File: config.mk
export PLATFORM = sky130hd
export DESIGN_NAME = multicycle_adder_flat
export DESIGN_NICKNAME = d
export VERILOG_FILES = /design/src/rtl/multicycle_adder_if.sv /design/src/rtl/multicycle_adder.sv /design/src/flat_wrapper.sv
export SDC_FILE = /design/constraint.sdc
export NUM_CORES = 1
export LEC_CHECK = 0
export ABC_AREA = 1
export BUFFER_PORTS_ARGS = -buffer_cell sky130_fd_sc_hd__buf_4
export CORE_UTILIZATION = 49
export DETAILED_ROUTE_END_ITERATION = 10
export PLACE_DENSITY = 0.76
export SLEW_MARGIN = 20
export SYNTH_ARGS = -nofsm -noshare
export SYNTH_HDL_FRONTEND = slang
export SYNTH_SLANG_ARGS = --single-unit
File: constraint.sdc
create_clock -name clk -period 3 [get_ports clk]
set_input_delay 0 -clock clk [delete_from_list [all_inputs] [get_ports clk]]
set_output_delay 0 -clock clk [all_outputs]
set_load 0.02 [all_outputs]
File: src/rtl/multicycle_adder_if.sv
`default_nettype none
// ============================================================================
// Module      : multicycle_adder_if
// Description : Operand/result handshake bundle for multicycle_adder.
//               The master supplies operands and consumes results; the slave
//               is the adder itself.
// Revision    : 1.0 - initial release
// ============================================================================
interface multicycle_adder_if #(
  parameter int WIDTH = 16
);
  logic             in_valid;
  logic             in_ready;
  logic [WIDTH-1:0] a;
  logic [WIDTH-1:0] b;
  logic             cin;
  logic             sub;
  logic             out_valid;
  logic             out_ready;
  logic [WIDTH-1:0] sum;
  logic             cout;
  logic             ovf;

  modport master (
    output in_valid, a, b, cin, sub, out_ready,
    input  in_ready, out_valid, sum, cout, ovf
  );

  modport slave (
    input  in_valid, a, b, cin, sub, out_ready,
    output in_ready, out_valid, sum, cout, ovf
  );
endinterface
`default_nettype wire

File: src/rtl/multicycle_adder.sv
`default_nettype none
// ============================================================================
// Module      : multicycle_adder
// Description : WIDTH-bit add/subtract computed DIGIT bits per clock by a
//               single DIGIT-wide ripple chain reused over NCHUNK cycles.
//               One operation in flight; result held until consumed.
// Revision    : 1.0 - initial release
// ============================================================================
module multicycle_adder #(
  parameter int WIDTH = 16,
  parameter int DIGIT = 4   // WIDTH must be a multiple of DIGIT
) (
  input  logic              clk,
  input  logic              rst,
  multicycle_adder_if.slave bus_io
);

  localparam int NCHUNK = WIDTH / DIGIT;
  localparam int CW     = (NCHUNK > 1) ? $clog2(NCHUNK) : 1;

  localparam logic [1:0] S_IDLE = 2'd0;
  localparam logic [1:0] S_RUN  = 2'd1;
  localparam logic [1:0] S_DONE = 2'd2;

  localparam logic [CW-1:0] C_LAST = CW'(NCHUNK - 1);

  logic [1:0]       state_q, state_d;
  logic [CW-1:0]    cnt_q, cnt_d;
  logic [WIDTH-1:0] a_q, a_d;
  logic [WIDTH-1:0] b_q, b_d;       // already inverted for subtract
  logic             carry_q, carry_d;
  logic [WIDTH-1:0] sum_q, sum_d;
  logic             cout_q, cout_d;
  logic             ovf_q, ovf_d;

  logic             w_in_ready;
  int               w_lsb;
  logic [DIGIT-1:0] w_a;
  logic [DIGIT-1:0] w_b;
  logic [DIGIT-1:0] w_s;
  logic [DIGIT:0]   w_c;

  // Idle and out of reset: ready to take a new operation
  assign w_in_ready = (state_q == S_IDLE) && !rst;

  // Select the operand chunk addressed by the chunk counter
  assign w_lsb = int'(cnt_q) * DIGIT;
  assign w_a   = a_q[w_lsb +: DIGIT];
  assign w_b   = b_q[w_lsb +: DIGIT];
  assign w_c[0] = carry_q;

  // Ripple chain of DIGIT full-adder cells shared by every chunk
  for (genvar i = 0; i < DIGIT; i++) begin : g_fa
    assign w_s[i]   = w_a[i] ^ w_b[i] ^ w_c[i];
    assign w_c[i+1] = (w_a[i] & w_b[i]) | (w_c[i] & (w_a[i] ^ w_b[i]));
  end

  // Next-state logic for the IDLE -> RUN -> DONE sequencer and datapath
  always_comb begin
    state_d = state_q;
    cnt_d   = cnt_q;
    a_d     = a_q;
    b_d     = b_q;
    carry_d = carry_q;
    sum_d   = sum_q;
    cout_d  = cout_q;
    ovf_d   = ovf_q;
    case (state_q)
      S_IDLE: begin
        if (bus_io.in_valid && w_in_ready) begin
          // Subtract is a + ~b + ~cin: invert b and the borrow once here
          a_d     = bus_io.a;
          b_d     = bus_io.b ^ {WIDTH{bus_io.sub}};
          carry_d = bus_io.cin ^ bus_io.sub;
          cnt_d   = '0;
          state_d = S_RUN;
        end
      end
      S_RUN: begin
        sum_d[w_lsb +: DIGIT] = w_s;
        carry_d               = w_c[DIGIT];
        cnt_d                 = cnt_q + 1'b1;
        if (cnt_q == C_LAST) begin
          cout_d  = w_c[DIGIT];
          ovf_d   = w_c[DIGIT] ^ w_c[DIGIT-1];
          cnt_d   = '0;
          state_d = S_DONE;
        end
      end
      S_DONE: begin
        if (bus_io.out_ready) begin
          state_d = S_IDLE;
        end
      end
      default: begin
        state_d = S_IDLE;
      end
    endcase
  end

  // State registers; reset discards any in-flight operation
  always_ff @(posedge clk) begin
    if (rst) begin
      state_q <= S_IDLE;
      cnt_q   <= '0;
      a_q     <= '0;
      b_q     <= '0;
      carry_q <= 1'b0;
      sum_q   <= '0;
      cout_q  <= 1'b0;
      ovf_q   <= 1'b0;
    end else begin
      state_q <= state_d;
      cnt_q   <= cnt_d;
      a_q     <= a_d;
      b_q     <= b_d;
      carry_q <= carry_d;
      sum_q   <= sum_d;
      cout_q  <= cout_d;
      ovf_q   <= ovf_d;
    end
  end

  assign bus_io.in_ready  = w_in_ready;
  assign bus_io.out_valid = (state_q == S_DONE);
  assign bus_io.sum       = sum_q;
  assign bus_io.cout      = cout_q;
  assign bus_io.ovf       = ovf_q;

endmodule
`default_nettype wire

File: src/flat_wrapper.sv
// flat-port wrapper written by rule: the top's interface ports become plain ports
module multicycle_adder_flat 
#(
  parameter int WIDTH = 16,
  parameter int DIGIT = 4                                       
)
  (clk, rst, bus_io_in_valid, bus_io_a, bus_io_b, bus_io_cin, bus_io_sub, bus_io_out_ready, bus_io_in_ready, bus_io_out_valid, bus_io_sum, bus_io_cout, bus_io_ovf);
  multicycle_adder_if #(.WIDTH(WIDTH)) bus_io_i ();
  input  logic clk;
  input  logic rst;
  input wire logic [$bits(bus_io_i.in_valid)-1:0] bus_io_in_valid;
  input wire logic [$bits(bus_io_i.a)-1:0] bus_io_a;
  input wire logic [$bits(bus_io_i.b)-1:0] bus_io_b;
  input wire logic [$bits(bus_io_i.cin)-1:0] bus_io_cin;
  input wire logic [$bits(bus_io_i.sub)-1:0] bus_io_sub;
  input wire logic [$bits(bus_io_i.out_ready)-1:0] bus_io_out_ready;
  output wire logic [$bits(bus_io_i.in_ready)-1:0] bus_io_in_ready;
  output wire logic [$bits(bus_io_i.out_valid)-1:0] bus_io_out_valid;
  output wire logic [$bits(bus_io_i.sum)-1:0] bus_io_sum;
  output wire logic [$bits(bus_io_i.cout)-1:0] bus_io_cout;
  output wire logic [$bits(bus_io_i.ovf)-1:0] bus_io_ovf;
  assign bus_io_i.in_valid = bus_io_in_valid;
  assign bus_io_i.a = bus_io_a;
  assign bus_io_i.b = bus_io_b;
  assign bus_io_i.cin = bus_io_cin;
  assign bus_io_i.sub = bus_io_sub;
  assign bus_io_i.out_ready = bus_io_out_ready;
  assign bus_io_in_ready = bus_io_i.in_ready;
  assign bus_io_out_valid = bus_io_i.out_valid;
  assign bus_io_sum = bus_io_i.sum;
  assign bus_io_cout = bus_io_i.cout;
  assign bus_io_ovf = bus_io_i.ovf;
  multicycle_adder #(.WIDTH(WIDTH), .DIGIT(DIGIT)) u_core (.clk(clk), .rst(rst), .bus_io(bus_io_i));
endmodule
* Yosys cells after proc, flatten, opt, wreduce, memory -nomap -nowiden
Index checks and enable logic that the tools add are counted.
** Word-level totals
- Flip-flop bits (word level) :: 55
- Bits of input ports :: 38
- Output and inout bits :: 20
- Word-level logic and storage cells :: 62
** Cells by class
- Add/sub/neg operators :: 2
- Eq/ne operators :: 6
- Shift-type cells :: 4
- Multiplexer cells :: 10
- Bitwise logic cells :: 23
- Reductions and logical operators :: 9
** Operators with widths (count)
- $neg A4 Y33 :: 1
- $shift A4 B33 Y16 const A :: 1
- $shiftx A4 B33 Y16 :: 1
- $shiftx A16 B5 Y4 :: 2
- $bwmux W16 :: 1
- $xor A16 B16 Y16 :: 1
- $mux W2 :: 5
- $xor A1 B1 Y1 :: 10
- $and A1 B1 Y1 :: 8
- $pmux W2 S3 :: 1
- $reduce_and A2 Y1 :: 3
- $eq A2 B2 Y1 const B :: 2
- $ne A2 B2 Y1 const B :: 2
- $or A1 B1 Y1 :: 4
- $pmux W2 S2 :: 1
- $reduce_and A3 Y1 :: 1
- $add A2 B1 Y2 const B :: 1
- $eq A2 B1 Y1 const B :: 1
- $logic_and A1 B1 Y1 :: 2
- $logic_not A2 Y1 :: 1
- $ne A2 B1 Y1 const B :: 1
- $pmux W1 S2 :: 1
- $reduce_bool A2 Y1 :: 1
- $logic_not A1 Y1 :: 1
- $mux W1 :: 1

* Longest topological paths before layout
- Depth after elaboration :: 11
- Depth in mapped cells :: 14
- Mapped depth without buffers :: 12

* Worst setup path after synthesis
Ideal clock, no wire load.
- Kind :: register to register
- Start :: reg u_core.cnt_q[0]
- End :: reg u_core.sum_q[11], in the netlist u_core.bus_io.sum[11]
- Library setup time :: 0.128 ns
- Arrival time :: 2.723 ns
- Required time :: 2.872 ns
- Setup slack :: 0.150 ns
- Stages on the path, launching flop included :: 15
- Buffers on the path :: 2
- Period minus slack after synthesis :: 2.850 ns
- Cell sequence :: dfxtp_1 -> buf_2 -> clkbuf_1 -> nand2_1 -> o21ai_0 -> a21oi_1 -> fa_1 -> fa_1 -> inv_1 -> fa_1 -> fa_1 -> nand2_1 -> o21ai_0 -> o21ai_0 -> nor2_1
** Between the ends
- Word-level cells in the longest chain between the ends :: 11
- Elaborated cells between the ends (all ways) :: 23
- Classes of those cells :: add/sub: 1; shift: 4; mux: 1; bitwise: 17
** RTL lines
- start, declared :: line multicycle_adder.sv:28 : logic [CW-1:0] cnt_q, cnt_d;
- start signal, assigned :: line multicycle_adder.sv:114 : cnt_q <= cnt_d;
- $shiftx A16 B5 Y4, on equally long branches :: line multicycle_adder.sv:48, multicycle_adder.sv:49
- $xor A1 B1 Y1 :: line multicycle_adder.sv:54, multicycle_adder.sv:55
- $and A1 B1 Y1 :: line multicycle_adder.sv:55 : assign w_c[i+1] = (w_a[i] & w_b[i]) | (w_c[i] & (w_a[i] ^ w_b[i]));
- $or A1 B1 Y1 :: line multicycle_adder.sv:55
- $and A1 B1 Y1 :: line multicycle_adder.sv:55
- $or A1 B1 Y1 :: line multicycle_adder.sv:55
- $and A1 B1 Y1 :: line multicycle_adder.sv:55
- $or A1 B1 Y1 :: line multicycle_adder.sv:55
- $xor A1 B1 Y1 :: line multicycle_adder.sv:54 : assign w_s[i] = w_a[i] ^ w_b[i] ^ w_c[i];
- $shiftx A4 B33 Y16 :: line multicycle_adder.sv:80 : sum_d[w_lsb +: DIGIT] = w_s;
- $bwmux W16 (*) :: line multicycle_adder.sv:80
- end signal, assigned :: line multicycle_adder.sv:118 : sum_q <= sum_d;
- end, declared :: line multicycle_adder.sv:32 : logic [WIDTH-1:0] sum_q, sum_d;
Mark *: on every way between the ends. The rest lies on a longest branch, timed or not.
A chain may end at the register's enable or synchronous reset.

* Worst setup path in the final report
Same ends and word-level chain as after synthesis.

==> summary.md <==
| Metric | Value |
|---|---|
| Share of synthesized flip-flops with an asynchronous set or reset | `0` |
| TritonCTS clock tree | `built` |
| Detailed Route WL | `6670 µm` |
| First-pass GRT wire length | `between 10000 and 15000 µm` |
| Crit path time final | `~2.8 ns` |
| Most common cell after layout, fill and taps aside | `nand2_1` |
| Max IR drop VDD | `approximately 0.00034 V` |
| Root buffer cell | `clkbuf_8` |
| Cell Rows | `26` |
| Most frequent cells in the layout | `63 x nand2_1, 62 x buf_4, 60 x a21oi_1` |
| Final Hold Viols | `0` |
| Max-cap violations | `0` |
| Arr. time, crit path | `just under 3 ns` |
| Syn avg cell area | `around 7.7 µm²` |
| Die width | `roughly 76 µm` |
| Synth warn | `0` |
| Worst skew pair latency | `approximately 0.31 ns` |
| Via density | `about 5.1` |
| Layout cells sized above 1 | `0.191` |
| Vias in the first global route | `roughly 2500` |
| Type of destination of the critical path | `flip-flop` |
| Cell leakage power | `0.00147 µW` |
| Initial antenna violation count | `0` |
| EDFF count, synth | `0` |
| Full die area | `between 0.005 and 0.006 mm²` |
| Sequential share of power | `0.491` |
| WP data required | `3.20 ns` |
| Synth top area share | `0.407` |
| Non-filler cells, final | `499` |
| Worst setup margin | `between 0.2 and 0.25 ns` |
| Gpl congestion | `0.836` |
| Run status | `finished, final reports clean` |
| Clk network pwr share | `0.320` |
| Reg clk slew, reported paths | `roughly 0.10 ns` |
| Dominant synthesized flop cell | `dfxtp_1` |
| Worst Hold Class | `in2reg` |
| Leading area contributor after synthesis | `dfxtp_1` |
| H-tree lvl count | `2` |
| First-pass DRT Iterations | `5` |
| Setup CP Type | `reg2reg` |
| Combinational power share | `0.188` |
| Antenna violation net count after detailed routing | `0` |
| Tightest Pin Transition | `approximately 0.89 ns` |
| Max Clk Rate | `about 360 MHz` |
| GRT Overall Usage | `0.245` |
| ANT cells | `0` |
| Port bufs | `57` |
| Top post-synthesis cells by area | `dfxtp_1 41%, a21oi_1 11%, nand2_1 8.7%` |
| Syn_nets | `400` |
| Seq/Total Area, Yosys | `0.407` |
| Fin crit share | `0.922` |
| Critical Path Start Type | `flip-flop` |
| Final TNS setup | `0 ns` |
| Nets | `roughly 480` |
| Final count of negative-setup-slack endpoints | `0` |
| Sw frac | `0.269` |
| Crit path max fanout | `17` |
| Skew final | `approximately 0.0039 ns` |
| Grt ovf | `0` |
| Final-report max-slew violation count | `0` |
| Largest net degree at the start of global routing | `between 40 and 50` |
| Syn Inst Count | `between 300 and 400` |
| CTS max path bufs | `2` |
| RSZ-0062 raised after global routing | `no` |
| Initial core utilization | `0.519` |
| Via count | `2537` |
| I/O pin cnt | `58` |
| Core area | `roughly 0.0052 mm²` |
| Placed cell area | `~0.0031 mm²` |
| Fill cells | `about 450` |
| WHS | `between 0.03 and 0.04 ns` |
| Register bit total from synthesis | `55` |
| Post-placement setup slack | `~0.077 ns` |
| DR iter-0 viols | `~230` |
| Relative slew slack | `0.402` |
| Finished Cell Area | `~0.0035 mm²` |
| Post-synthesis cell type count | `26` |
| Drt drc | `0` |
| Post-DP HPWL | `4340 µm` |
| Pwr Density | `around 450 mW/mm²` |
| Cts bufs inserted | `5` |
| Placed Cells | `about 460` |
| Psw | `~430 µW` |
| Clk sinks | `between 50 and 60` |
| WL/cell | `13.4 µm` |
| Die Y | `~76 µm` |
| Cell Int Power | `1170 µW` |
| Synthesized area | `roughly 0.0027 mm²` |
| Layout area overhead | `30.8%` |
==> through the flow <==
| stage | util | power, µW |
|---|---|---|
| after floorplan | - | 981 |
| after global placement | 0.601 | 1060 |
| after detailed placement | 0.601 | 1070 |
| after CTS | 0.679 | 1600 |
| after global routing | 0.679 | 1670 |
| final | 0.679 | 1600 |
==> flip-flops by register name, indices dropped and copies added (netlist names) <==
name and flops:
u_core.bus_io.ovf 1, u_core.state_q 2, u_core.cnt_q 2, u_core.b_q 16, u_core.bus_io.cout 1, u_core.carry_q 1, u_core.bus_io.sum 16, u_core.a_q 16
==> critical path, cell delays in order, from the launching register on <==
cell and delay, ns:
dfxtp_2 0.48, o21ai_0 0.15, a21oi_1 0.13, a21oi_1 0.07, fa_1 0.39, fa_1 0.36
inv_1 0.07, fa_1 0.21, fa_1 0.45, nand2_1 0.11, o21ai_0 0.08, o21ai_0 0.08
nor2_1 0.05
==> final cells by class <==
cell class | count | area, µm² | area share
inverters | 26 | 100 | 0.0283
well taps | 70 | 87.6 | 0.0248
flip-flops and latches | 55 | 1100 | 0.312
clock buffers | 6 | 82.6 | 0.0234
multi-input cells | 249 | 1370 | 0.388
clock inverters | 2 | 35.0 | 0.00991
repair buffers | 91 | 756 | 0.214
==> Yosys cell counts, types with 2 or more instances <==
cell,number
fa_1,4
ha_1,6
nand2_4,2
nor2_1,19
nand2_1,63
o22ai_1,4
nor2_4,3
nand3_1,31
inv_1,23
a21oi_1,60
buf_2,5
clkbuf_1,9
buf_4,5
dfxtp_1,55
xor2_1,16
buf_6,3
o21ai_0,35
==> power groups by stage <==
stage	Combinational, µW	Sequential, µW	Clock (µW)
final	301	784	512
after global routing	337	788	547
after CTS	297	783	517
after detailed placement	266	800	0
after global placement	258	800	0
after floorplan	183	798	0
==> cells by family after synthesis <==
family          Yosys count  share of synthesized area
xor+xnor                 17                     0.0551
fa+ha+maj                10                     0.0574
buf+inv                  48                     0.0851
flops                    55                      0.407
simple gates            122                      0.206
compound gates          100                      0.189
==> routing by layer <==
metal | up-vias | part of all wire | track usage
met1 | 1157 | 0.46 | 0.324
met3 | 4 | 0.054 | 0.0383
li1 | 1304 | - | -
met5 | - | 0 | 0
met2 | 72 | 0.48 | 0.405
met4 | 0 | 0.0077 | 0.0808
==> timing repair <==
item	in CTS	in global routing
endpoints found under the setup margin	0	4
gates resized for setup	0	1
setup buffers	0	0
hold buffers	29	0
hold endpoints to repair	29	0
==> final timing paths <==
| check | slack [ns] | end | start | depth (start not counted) |
|---|---|---|---|---|
| setup / recovery | 0.23 | u_core.bus_io.sum[11] | u_core.cnt_q[0] | 12 |
| hold / removal | 0.04 | u_core.b_q[1] | bus_io_b[1] | 4 |
| setup reg to reg | 0.23 | u_core.bus_io.sum[11] | u_core.cnt_q[0] | 12 |
| hold reg to reg | 0.47 | u_core.bus_io.sum[15] | u_core.bus_io.sum[15] | 2 |
(Power assumes the default switching activity.)
